===== config.mk =====
export PLATFORM = sky130hd
export DESIGN_NAME = isq_issue_select
export DESIGN_NICKNAME = d
export VERILOG_FILES = /design/src/rtl/isq_issue_select.sv
export SDC_FILE = /design/constraint.sdc
export NUM_CORES = 1
export LEC_CHECK = 0
export ABC_AREA = 1
export BUFFER_PORTS_ARGS = -buffer_cell sky130_fd_sc_hd__buf_2
export CAP_MARGIN = 20
export CORE_AREA = 4 4 251 253
export CTS_CLUSTER_SIZE = 16
export DETAILED_ROUTE_END_ITERATION = 12
export DIE_AREA = 0 0 255 257
export HOLD_SLACK_MARGIN = 0.1
export PLACE_DENSITY_LB_ADDON = 0.15
export RECOVER_POWER = 100
export SYNTH_ARGS = -nofsm -noshare
export SYNTH_HDL_FRONTEND = slang
export SYNTH_SLANG_ARGS = --single-unit

===== constraint.sdc =====
create_clock -name clock -period 3.35 [get_ports clock]
set_clock_uncertainty 0.2 [all_clocks]
set_input_delay 0 -clock clock [delete_from_list [all_inputs] [get_ports clock]]
set_output_delay 0 -clock clock [all_outputs]
set_load 0.02 [all_outputs]

===== src/rtl/isq_issue_select.sv =====
// Issue-queue dequeue side: round-robin pick of one ready entry per cycle,
// same-cycle clear pulse, and a registered valid/ready output stage.
module isq_issue_select #(
    parameter int ENTRIES = 8,
    parameter int DATA_W  = 64,
    parameter int INDEX_W = 6,
    parameter int PTR_W   = $clog2(ENTRIES)
) (
    input  logic                       clock,
    input  logic                       reset,
    input  logic                       flush,
    input  logic [ENTRIES-1:0]         entry_ready,
    input  logic [ENTRIES*DATA_W-1:0]  entry_data,
    input  logic [ENTRIES*INDEX_W-1:0] entry_index,
    output logic [ENTRIES-1:0]         clear_entry,
    output logic                       issue_valid,
    input  logic                       issue_ready,
    output logic [DATA_W-1:0]          issue_data,
    output logic [INDEX_W-1:0]         issue_index,
    output logic [PTR_W-1:0]           issue_entry
);

    logic [PTR_W-1:0]   rr_ptr;
    logic [PTR_W-1:0]   pick;
    logic [PTR_W-1:0]   scan;
    logic               pick_found;
    logic               pick_valid;
    logic               can_take;
    logic               capture;
    logic [DATA_W-1:0]  pick_data;
    logic [INDEX_W-1:0] pick_index;

    // Scan upward from rr_ptr; pointer arithmetic wraps since ENTRIES is 2^n.
    always_comb begin
        pick       = '0;
        scan       = '0;
        pick_found = 1'b0;
        for (int k = 0; k < ENTRIES; k++) begin
            scan = rr_ptr + PTR_W'(k);
            if (!pick_found && entry_ready[scan]) begin
                pick       = scan;
                pick_found = 1'b1;
            end
        end
    end

    assign pick_valid = |entry_ready;
    assign can_take   = (!issue_valid || issue_ready) && !flush;
    assign capture    = can_take && pick_valid && !reset;
    assign pick_data  = entry_data[pick*DATA_W +: DATA_W];
    assign pick_index = entry_index[pick*INDEX_W +: INDEX_W];

    always_comb begin
        clear_entry = '0;
        if (capture) begin
            clear_entry = ENTRIES'(1) << pick;
        end
    end

    always_ff @(posedge clock or posedge reset) begin
        if (reset) begin
            issue_valid <= 1'b0;
            issue_data  <= '0;
            issue_index <= '0;
            issue_entry <= '0;
            rr_ptr      <= '0;
        end else if (flush) begin
            issue_valid <= 1'b0;
        end else if (capture) begin
            issue_valid <= 1'b1;
            issue_data  <= pick_data;
            issue_index <= pick_index;
            issue_entry <= pick;
            rr_ptr      <= pick + 1'b1;
        end else if (issue_ready) begin
            issue_valid <= 1'b0;
        end
    end

endmodule


==> impl_metrics.csv <==
group,metric,value,unit
timing,fmax,311,MHz
timing,slew_headroom,-4.29,%
drt,initialDrtViolationCount,1300,
drt,detail-route-antenna-nets,0,
logic_synthesis,synth_edf_count,0,
worst_setup_path,reg2reg_to,"issue_data[10]",
worst_setup_path,worstPathCellList,"inv_2 > ha_4 > buf_6 > nand3_2 > nand2_2 > nor2_1 > a31oi_1 > inv_1 > nor2_2 > nand4_1 > buf_4 > buf_16 > nand3_1 > nand2_1 > nand2_1 > nand2_1 > nand2_1 > nand3_1",
drt,wl_met1,25900,um
drt,drtPass1Iterations,6,
drt,avgRoutedWirePerCell,17.1,um
timing,fin_crit,3220,ps
worst_setup_path,cp_slowest_cell,"dfrtp_1",
job,maxCapViolCount,1,
worst_setup_path,rr_worst_depth,18,
drt,drc_errors,0,
finish,nNetsFinal,3676,
finish,area_delta_synth_final,108,%
worst_setup_path,cp.arrival,3270,ps
placed_design,post-place-ws,115,ps
timing,drv_slew,61,
drt,wl,66400,um
min_path,hold_path_startpoint,"flush",
placed_design,post-dp-hpwl,45900,um
min_path,holdPathStages,3,
timing,setup_violations,0,
min_path,holdPathEnd,"issue_valid",
logic_synthesis,syn_inst,1937,
logic_synthesis,seq_area_frac_synth,19.5,%
floorplan,placeableCoreArea,61000,sq um
worst_setup_path,cp-end-kind,"flop",
logic_synthesis,ys_ff_latch,77,
floorplan,dieArea,65500,sq um
placed_design,portBuffers,653,
cts,clk_path_buf_depth,2,
worst_setup_path,path_max_fanout,103,
drt,top_layer,"met5",
logic_synthesis,syn_area,9910,sq um
cts,insertion_delay,370,ps
outcome,violations,"max-capacitance violations, max-slew violations",
logic_synthesis,synthFlopType,"dfrtp_1",
cts,htreeDepth,3,
logic_synthesis,synth_area_leaders,"nand2_1, dfrtp_1, nand3_1, buf_2, buf_4",
worst_setup_path,critPathLaunchType,"flop",
placed_design,place.gp.congestion,0.913,
cts,clkTransAtPathRegs,70,ps
drt,viasPerCell,4.49,
drt,vias,17500,
logic_synthesis,synth.largest_area_cell,"nand2_1",
drt,dr_wl_met2,32500,um
logic_synthesis,synth_most_common_cell,"nand2_1",
worst_setup_path,critical_path_class,"flop to flop",
logic_synthesis,ys.warnings.count,0,
logic_synthesis,synth.distinct_cells,29,
worst_setup_path,path_common_cell,"nand2_1",
outcome,status,"finished, violations left",
floorplan,core.rowCount,91,
global_routing,grt_antenna_before_repair,3,
cts,cts_tree,"built",
logic_synthesis,synth-async-reset-ratio,100,%
worst_setup_path,slowest_delay,380,ps
cts,clock-sinks,77,
cts,root_buffer,"clkbuf_16",
finish,drive_above_1_share,23.4,%
global_routing,overflow,0,
timing,worstMarginPinSlew,1560,ps
worst_setup_path,critPathRequiredTime,3410,ps
worst_setup_path,r2r_slack,130,ps
timing,hold_violations,0,
worst_setup_path,reg2reg_from,"rr_ptr[1]",
floorplan,die_x,255,um
global_routing,grt_max_degree,104,
floorplan,initial_core_util,16.2,%
logic_synthesis,synth_nets,2513,
logic_synthesis,synth_commonest_cells,"nand2_1, nand3_1, dfrtp_1",
logic_synthesis,avgSynthCellArea,5.11,sq um
logic_synthesis,post-synth-top-area-fraction,47.0,%
global_routing,grt_pass1_vias,18000,
floorplan,fp.dieH,257,um
global_routing,grt_use_total,18.6,%
finish,fillCellCount,6691,
global_routing,grt_first_pass_wirelength,97300,um
timing,setup_slack,132,ps
cts,cts_inserted_buffers,9,
min_path,holdCritPathClass,"input port to flop",
floorplan,ios,654,
timing,fin_crit_sh,96.1,%
drt,wl_met3,4510,um
worst max path at each step:
stage,to,startpoint
floorplan,clear_entry[7],rr_ptr[0]
global placement,issue_data[10],rr_ptr[1]
detailed placement,issue_data[36],rr_ptr[0]
CTS,clear_entry[5],rr_ptr[1]
global route,clear_entry[5],rr_ptr[1]
finish,issue_data[10],rr_ptr[1]
flip-flops by register name (all words and copies together), names as in the netlist:
| name | cells |
|---|---|
| issue_index | 6 |
| issue_entry | 3 |
| issue_data | 64 |
| issue_valid | 1 |
| rr_ptr | 3 |
cell usage in the layout (no fill, tap or decap), drive strengths merged:
| cell | synthesis | layout |
|---|---|---|
| nand2 | 1246 | 1246 |
| nor4 | 2 | 2 |
| nand3 | 378 | 378 |
| nand4 | 7 | 7 |
| a21oi | 1 | 1 |
| inv | 23 | 23 |
| nand3b | 2 | 2 |
| xnor2 | 2 | 2 |
| o22ai | 1 | 1 |
| bufinv | 0 | 2 |
| dfrtp | 77 | 77 |
| nor2 | 27 | 27 |
| o31ai | 1 | 1 |
| o21ai | 13 | 13 |
| clkbuf | 18 | 98 |
| clkinv | 0 | 1 |
| ha | 4 | 4 |
| nor3 | 2 | 2 |
| xor2 | 2 | 2 |
| clkinvlp | 0 | 1 |
| buf | 130 | 650 |
| dlygate4sd3 | 0 | 563 |
| diode | 0 | 1 |
| a31oi | 1 | 1 |
critical path: cells and delay by family, from the launching register on:
kind | cells | cell delay (ps)
AND/OR/NAND/NOR | 11 | 1090
buffers and inverters | 5 | 760
flip-flops | 1 | 380
adder cells (fa/ha/maj) | 1 | 280
AO/OA/AOI/OAI | 1 | 230
cell families (layout without fill, tap and decap cells):
logic type	Yosys count	after routing	share of synthesized area, %
adder cells (fa/ha/maj)	4	4	0.505
XOR/XNOR	4	4	0.354
other	0	1	0
flip-flops	77	77	19.5
buffers and inverters	171	1338	10.0
AND/OR/NAND/NOR	1664	1664	68.8
AO/OA/AOI/OAI	17	17	0.909
layout make-up:
class	count	area [sq um]	share of cell area, %
tap	790	988	4.80
multi-input combinational	1689	7170	34.8
sequential	77	1930	9.36
inverter	23	88.8	0.431
clock inverter	4	72.6	0.352
timing repair buffer	1300	10100	49.1
antenna	1	2.50	0.0121
clock buffer	11	243	1.18
stage by stage:
| stage | cells | TNS (ps) | utilization (%) | area [sq um] | hold slack, ps |
|---|---|---|---|---|---|
| 2_1_floorplan | 1937 | 0 | - | 9910 | -114 |
| 3_3_place_gp | 3287 | 0 | 23.0 | 14000 | 2.77 |
| 3_5_place_dp | 3287 | 0 | 23.0 | 14000 | 6.97 |
| 4_1_cts | 3872 | 0 | 32.9 | 20100 | 142 |
| 5_1_grt | 3894 | -329 | 33.8 | 20600 | 154 |
| 6_report | 3895 | 0 | 33.8 | 20600 | 183 |
metal layers:
metal  up-vias  track usage [%]
met5         -                0
met4         6             8.81
met3       234             4.24
met2       855             33.1
met1      7964             21.0
li1       8418                -
what timing repair did:
| item | 4_1_cts | 5_1_grt |
|---|---|---|
| cloned | 1 | 11 |
| hold endpoints to repair | 130 | 0 |
| pin swaps | 2 | 11 |
| buffers inserted | 6 | 11 |
| hold buffers | 563 | 0 |
| gates resized for setup | 8 | 53 |
| endpoints found under the setup margin | 8 | 78 |
Power is not shown: default switching activity piles up to over one toggle a cycle in this logic, so the estimate is an artifact.
